===== src/rtl/if_id_queue_if.sv =====
// rtl/if_id_queue_if.sv - fetch/decode handshake bundle for the instruction queue
interface if_id_queue_if #(
   parameter int DEPTH = 4,
   parameter int WIDTH = 32
);
   logic                     in_valid;
   logic [WIDTH-1:0]         in_pc;
   logic [WIDTH-1:0]         in_instr;
   logic                     in_ready;
   logic                     flush;
   logic                     out_ready;
   logic                     out_valid;
   logic [WIDTH-1:0]         out_pc;
   logic [WIDTH-1:0]         out_instr;
   logic [$clog2(DEPTH):0]   count;

   modport slave (
      input  in_valid, in_pc, in_instr, flush, out_ready,
      output in_ready, out_valid, out_pc, out_instr, count
   );

   modport master (
      output in_valid, in_pc, in_instr, flush, out_ready,
      input  in_ready, out_valid, out_pc, out_instr, count
   );
endinterface


===== src/rtl/if_id_queue.sv =====
// rtl/if_id_queue.sv - in-order (pc+4, instr) queue between fetch and decode with branch flush
module if_id_queue #(
   parameter int DEPTH = 4,
   parameter int WIDTH = 32
) (
   input  logic          clk,
   input  logic          rst,
   if_id_queue_if.slave  q
);
   localparam int PTR_W = $clog2(DEPTH);
   localparam int CNT_W = PTR_W + 1;
   localparam logic [CNT_W-1:0] FULL    = CNT_W'(DEPTH);
   localparam logic [CNT_W-1:0] CNT_ONE = CNT_W'(1);
   localparam logic [PTR_W-1:0] PTR_ONE = PTR_W'(1);

   typedef struct packed {
      logic [WIDTH-1:0] pc;
      logic [WIDTH-1:0] instr;
   } entry_t;

   entry_t            mem_q [DEPTH];
   entry_t            mem_d [DEPTH];
   logic [PTR_W-1:0]  wr_ptr_q, wr_ptr_d;
   logic [PTR_W-1:0]  rd_ptr_q, rd_ptr_d;
   logic [CNT_W-1:0]  count_q, count_d;
   logic              push, pop;

   // Handshake flags depend only on registered count, never on out_ready.
   assign q.in_ready  = (count_q != FULL);
   assign q.out_valid = (count_q != '0);
   assign q.count     = count_q;
   assign q.out_pc    = q.out_valid ? mem_q[rd_ptr_q].pc    : '0;
   assign q.out_instr = q.out_valid ? mem_q[rd_ptr_q].instr : '0;

   assign push = q.in_valid  & q.in_ready  & ~q.flush;
   assign pop  = q.out_ready & q.out_valid & ~q.flush;

   always_comb begin
      mem_d    = mem_q;
      wr_ptr_d = wr_ptr_q;
      rd_ptr_d = rd_ptr_q;
      count_d  = count_q;
      if (q.flush) begin
         wr_ptr_d = '0;
         rd_ptr_d = '0;
         count_d  = '0;
      end else begin
         if (push) begin
            mem_d[wr_ptr_q] = '{pc: q.in_pc, instr: q.in_instr};
            wr_ptr_d        = wr_ptr_q + PTR_ONE;
         end
         if (pop) begin
            rd_ptr_d = rd_ptr_q + PTR_ONE;
         end
         if (push && !pop) begin
            count_d = count_q + CNT_ONE;
         end else if (pop && !push) begin
            count_d = count_q - CNT_ONE;
         end
      end
   end

   always_ff @(posedge clk or posedge rst) begin
      if (rst) begin
         wr_ptr_q <= '0;
         rd_ptr_q <= '0;
         count_q  <= '0;
      end else begin
         wr_ptr_q <= wr_ptr_d;
         rd_ptr_q <= rd_ptr_d;
         count_q  <= count_d;
      end
   end

   // Entry storage needs no reset: reads are masked by out_valid.
   always_ff @(posedge clk) begin
      mem_q <= mem_d;
   end
endmodule

===== src/flat_wrapper.sv =====
// flat-port wrapper written by rule: the top's interface ports become plain ports
module if_id_queue_flat 
#(
   parameter int DEPTH = 4,
   parameter int WIDTH = 32
)
  (clk, rst, q_in_valid, q_in_pc, q_in_instr, q_flush, q_out_ready, q_in_ready, q_out_valid, q_out_pc, q_out_instr, q_count);
  if_id_queue_if #(.DEPTH(DEPTH), .WIDTH(WIDTH)) q_i ();
  input  logic clk;
  input  logic rst;
  input wire logic [$bits(q_i.in_valid)-1:0] q_in_valid;
  input wire logic [$bits(q_i.in_pc)-1:0] q_in_pc;
  input wire logic [$bits(q_i.in_instr)-1:0] q_in_instr;
  input wire logic [$bits(q_i.flush)-1:0] q_flush;
  input wire logic [$bits(q_i.out_ready)-1:0] q_out_ready;
  output wire logic [$bits(q_i.in_ready)-1:0] q_in_ready;
  output wire logic [$bits(q_i.out_valid)-1:0] q_out_valid;
  output wire logic [$bits(q_i.out_pc)-1:0] q_out_pc;
  output wire logic [$bits(q_i.out_instr)-1:0] q_out_instr;
  output wire logic [$bits(q_i.count)-1:0] q_count;
  assign q_i.in_valid = q_in_valid;
  assign q_i.in_pc = q_in_pc;
  assign q_i.in_instr = q_in_instr;
  assign q_i.flush = q_flush;
  assign q_i.out_ready = q_out_ready;
  assign q_in_ready = q_i.in_ready;
  assign q_out_valid = q_i.out_valid;
  assign q_out_pc = q_i.out_pc;
  assign q_out_instr = q_i.out_instr;
  assign q_count = q_i.count;
  if_id_queue #(.DEPTH(DEPTH), .WIDTH(WIDTH)) u_core (.clk(clk), .rst(rst), .q(q_i));
endmodule

===== config.mk =====
export PLATFORM = sky130hd
export DESIGN_NAME = if_id_queue_flat
export DESIGN_NICKNAME = d
export VERILOG_FILES = /design/src/rtl/if_id_queue_if.sv /design/src/rtl/if_id_queue.sv /design/src/flat_wrapper.sv
export SDC_FILE = /design/constraint.sdc
export NUM_CORES = 1
export LEC_CHECK = 0
export CAP_MARGIN = 20
export CORE_MARGIN = 8
export CORE_UTILIZATION = 59
export DETAILED_ROUTE_END_ITERATION = 8
export PLACE_DENSITY = 0.85
export RECOVER_POWER = 100
export SLEW_MARGIN = 5
export SYNTH_ARGS = -nofsm -noshare
export SYNTH_HDL_FRONTEND = slang
export SYNTH_SLANG_ARGS = --single-unit

===== constraint.sdc =====
create_clock -name clk -period 5 [get_ports clk]
set_input_delay 0.5 -clock clk [delete_from_list [all_inputs] [get_ports clk]]
set_output_delay 0.5 -clock clk [all_outputs]
set_load 0.05 [all_outputs]

; ---- Word-level counts from Yosys, hierarchy flattened
; Cells that the tools add are included.
[word_totals]
out_inout_bits = 69
register_bits = 263
ram_bits = 0
latch_bits = 0
romBits = 0
word_cells = 51
in_bits = 69
mem_count = 0
[op_classes]
order_cmp = 3
n_addsub = 4
n_eq_ne = 1
n_div = 0
bitwise = 7
n_mux = 15
shift = 0
multipliers = 0
reduce_logical = 10
[op_table]
columns = operator, count
row1 = $bwmux W256, 1
row2 = $mux W64, 3
row3 = $bmux W64 S2, 1
row4 = $demux W64 S2, 1
row5 = $mux W32, 2
row6 = $mux W3, 3
row7 = $mux W2, 4
row8 = $ge A3 B3 Y1 const B, 2
row9 = $not A2 Y3, 2
row10 = $reduce_bool A3 Y1, 2
row11 = $add A2 B1 Y2 const B, 2
row12 = $and A1 B1 Y1, 4
row13 = $reduce_bool A2 Y1, 2
row14 = $add A3 B1 Y3 const B, 1
row15 = $logic_and A1 B1 Y1, 3
row16 = $lt A3 B1 Y1 const B, 1
row17 = $ne A3 B3 Y1 const B, 1
row18 = $sub A3 B1 Y3 const B, 1
row19 = $logic_not A1 Y1, 2
row20 = $reduce_and A2 Y1, 1
row21 = $not A1 Y1, 1

; ---- Depth between registers and ports, before layout
[depth]
word_depth = 8
ltp_mapped = 8
mapped_depth_nobuf = 7

; ---- Least setup slack after synthesis
; OpenSTA, ideal clock, no wires.
[synth_timing]
path_type = flip-flop to flip-flop
start = register u_core.count_q[0], in the netlist u_core.q.count[0]
end = register u_core.mem_q[0] (netlist name) (enable)
n_path_buf = 1
arrival_time_ns = 2.795
required_ns = 4.571
stages_incl_launch_ff = 5
setup_ns = 0.429
slack_ns = 1.776
cell_sequence = dfrtp_1 -> buf_2 -> nor3b_2 -> nor3_1 -> and2_1
[synth_between]
elab_chain_len = 4
[synth_lines]
columns = item, line_no
row1 = "start, declared", if_id_queue.sv:25  ; logic [CNT_W-1:0] count_q, count_d;
row2 = "start signal, assigned", if_id_queue.sv:71  ; count_q <= count_d;
row3 = $ne A3 B3 Y1, if_id_queue.sv:29  ; assign q.in_ready = (count_q != FULL);
row4 = $and A1 B1 Y1 (2 in series), if_id_queue.sv:35  ; assign push = q.in_valid & q.in_ready & ~q.flush;
row5 = $reduce_and A2 Y1 (no source line), --
row6 = "end signal, assigned", if_id_queue.sv:77  ; mem_q <= mem_d;
row7 = "end, declared", if_id_queue.sv:21  ; entry_t mem_q [DEPTH];
; Every way passes these cells.
; A chain may end at the register's enable or synchronous reset.

; ---- Worst setup path in the final report
[layout_timing]
start = register u_core.count_q[0], in the netlist u_core.q.count[0]
end = output port q_out_instr[25]
[layout_between]
elab_chain_len = 2
[layout_lines]
columns = item, line_no
row1 = $reduce_bool A3 Y1, if_id_queue.sv:30  ; assign q.out_valid = (count_q != '0);
row2 = $mux W32, if_id_queue.sv:33  ; assign q.out_instr = q.out_valid ? mem_q[rd_ptr_q].instr : '0;
row3 = "end, declared", flat_wrapper.sv:19  ; output wire logic [$bits(q_i.out_instr)-1:0] q_out_instr;
; Every way passes these cells.

==> results.txt <==
Status - finished with violations
Violated checks - max-capacitance violations, max-slew violations
Die Area - 21800 sq um
Routing usage on met1 - 0.234
Design internal power - 4320 uW
Critical Path Slowest Stage Cell - dlygate4sd3_1
Worst-path maximum fanout - 32
Post-Route Skew - 0.00753 ns
Leakage - 0.00410 uW
Crit path kind - reg -> out
Seq/Total Area, Yosys - 0.767
Clock transition at path regs - 0.06 ns
Combinational Power Share - 0.344
I/O pin count - 138
Post-CTS Resized - 0
CTS tree - yes
Initial antenna violation count - 4
Warnings from Yosys - 0
Num CTS Buffers - 25
Starting density of the core - 0.599
Sink Count - 263
Global-route wire length before repair - 30.7 mm
Min-delay worst type - in -> async
Met3 usage - 0.0425
Via count - 4980
Worst slack at placement - 1.76 ns
Synth Instances - 471
Sequential power share - 0.398
Yosys reg bits - 263
Largest incremental delay on the critical path - 0.81 ns
Worst EP required - 4.50 ns
TNS Setup - 0 ns
Die height - 148 microns
Worst setup margin - 0.940 ns
Chip Width - 148 microns
Root Buffer Master - clkbuf_16
CP endpoint kind - primary output
Port bufs - 137
Maximum clock rate - 246 MHz
DP Wirelength - 11.4 mm
Finished Core Util - 0.733
Met2 Use GR - 0.304
GRT Max-Usage Layer - met2
All-Layer GR Usage - 0.182
Largest net degree at the start of global routing - 66
Switching part of the total - 0.354
Cell Area, Synth - 10200 sq um
RSZ-0062 raised after global routing - no
DRT iter0 DRCs - 315
Setup bufs post-CTS - 0
Via density per instance - 5.80
Type of origin of the critical path - flop
Worst Tran Pin Value - 1.77 ns
Placed Instances - 810
# fillers - 971
CTS Hold Bufs - 0
Post-synth top area share - 0.750
Clk pwr share - 0.258
Reg2Reg Capture Point - u_core.mem_q[173]
DRC Markers - 0
Commonest non-fill, non-tap cell in the layout - edfxtp_1
Syn Area/Cell - 21.8 sq um
Synth area leader - edfxtp_1
Drt wl/cell - 22.9 microns
Launch point of the worst reg-to-reg path - u_core.q.count[2]
Fin cells - 859
H-tree levels - 1
Pins Over Slew Limit - 260
Pwr per Cell Area - 533 nW/um^2
Total Routed Length - 19.7 mm
Vias in the first global route - 5415
Most frequent cells in the layout - edfxtp_1, dlygate4sd3_1, nor2b_1, mux4_2, clkbuf_16
CP arrival - 3.56 ns
Final ANT Viol Nets - 0
Net Sw Power - 2370 uW
Final setup viols - 0
Slew headroom - -0.181
Worst IR Drop VDD - 0.402 mV
Max-cap violations - 4
Skew-Pair Late Insertion Delay - 0.51 ns
Worst Reg-to-Reg Cells - 3
Total grt overflow - 0
Area grow syn2layout - 22.4%
CTS Buffer Depth - 3
Total core area - 17100 sq um
Leading post-synthesis cells by cell area - edfxtp_1, mux4_2, nor2b_1, dfrtp_1, buf_6
Final Hold Fails - 0
Yosys cell types - 36
Min cycle time layout - 4.06 ns
Total power draw - 6690 uW
Placer Congestion - 0.726
Share of cells above drive strength 1 - 0.174
Mapped Nets - 545
Row cnt - 48
Crit share post-route - 0.812
Nets@finish - 686
FF-to-FF setup slack - 2.02 ns
TritonRoute pass-1 iters - 5
Crit-path cells - nor3_4, clkbuf_2, nor2b_1, dlygate4sd3_1
==> metrics by stage <==
stage / hold WS [ns] / instance area [sq um]
global placement: 0.571 / 11800
CTS: 0.221 / 12600
detailed placement: 0.621 / 11800
floorplan: 0.303 / 10200
finish: 0.370 / 12500
global route: 0.391 / 12500
==> cell type report <==
type                       count  area [sq um]  area share
clock inverter                 9          43.8     0.00349
clock buffer                  37           711      0.0566
timing repair buffer         140          1400       0.112
antenna                        3          7.51    0.000598
inverter                       9          33.8     0.00269
multi-input combinational    173          2190       0.175
sequential                   263          7870       0.627
tap                          225           282      0.0224
==> worst max path at each step <==
stage	from	end	slack (ns)
3_3_place_gp	u_core.rd_ptr_q[0]	q_out_pc[28]	1.76
6_report	u_core.q.count[0]	q_out_instr[25]	0.94
3_5_place_dp	u_core.rd_ptr_q[0]	q_out_pc[28]	1.76
4_1_cts	u_core.rd_ptr_q[0]	q_out_pc[28]	1.21
2_1_floorplan	u_core.q.count[0]	u_core.mem_q[0]	1.78
5_1_grt	u_core.q.count[0]	q_out_instr[25]	0.75
==> flip-flops by register name, summed over array words and instances (netlist names) <==
register and flops:
u_core.mem_q 256, u_core.wr_ptr_q 2, u_core.q.count 3, u_core.rd_ptr_q 2
==> power groups by stage <==
| stage | registers [uW] | logic (uW) | clock network, uW |
|---|---|---|---|
| 2_1_floorplan | 2630 | 1740 | 0 |
| 3_3_place_gp | 2700 | 2410 | 0 |
| 3_5_place_dp | 2710 | 2440 | 0 |
| 4_1_cts | 2660 | 2450 | 1750 |
| 5_1_grt | 2680 | 2420 | 1840 |
| 6_report | 2660 | 2310 | 1730 |
==> Yosys cell counts <==
cell type	n
a31oi_1	1
buf_4	5
edfxtp_1	256
nor3b_2	1
and2_1	5
nor2b_1	65
nor2_1	5
buf_6	5
nand3b_1	1
nor3b_1	1
inv_2	3
a2111o_1	1
o211ai_1	1
or3_1	1
o311ai_1	1
clkbuf_1	7
mux4_2	64
nor3_2	1
dfrtp_1	7
o31ai_1	1
a21oi_1	3
fa_1	1
a221oi_2	1
mux2i_1	1
xnor2_1	1
a211o_1	1
xor2_1	3
a311o_1	1
and3_1	1
inv_1	6
o21ai_1	1
o21ai_0	3
nand3_1	2
buf_2	9
ha_1	4
nor3_1	1
==> routing by layer <==
metal,wire [microns],share of wire
met1,7790,0.40
met2,9950,0.51
met3,1460,0.074
met4,482,0.024
met5,13,0.00066
==> worst max-delay path: cells and delay by family (launching register included) <==
| family | cells | cell delay (ns) |
|---|---|---|
| buffers and inverters | 2 | 1.56 |
| AND/OR/NAND/NOR | 2 | 0.97 |
| flip-flops | 1 | 0.50 |
==> cells by family (layout without fill, tap and decap cells) <==
group	after synthesis	in the layout	share of synthesized area
xor+xnor	4	4	0.00342
flops	263	263	0.767
fa+ha+maj	5	5	0.00684
mux	65	65	0.142
buf+inv	35	195	0.0194
simple gates	84	84	0.0509
other cells	0	3	0
compound gates	15	15	0.0107
Power figures use the tool's default switching activity.
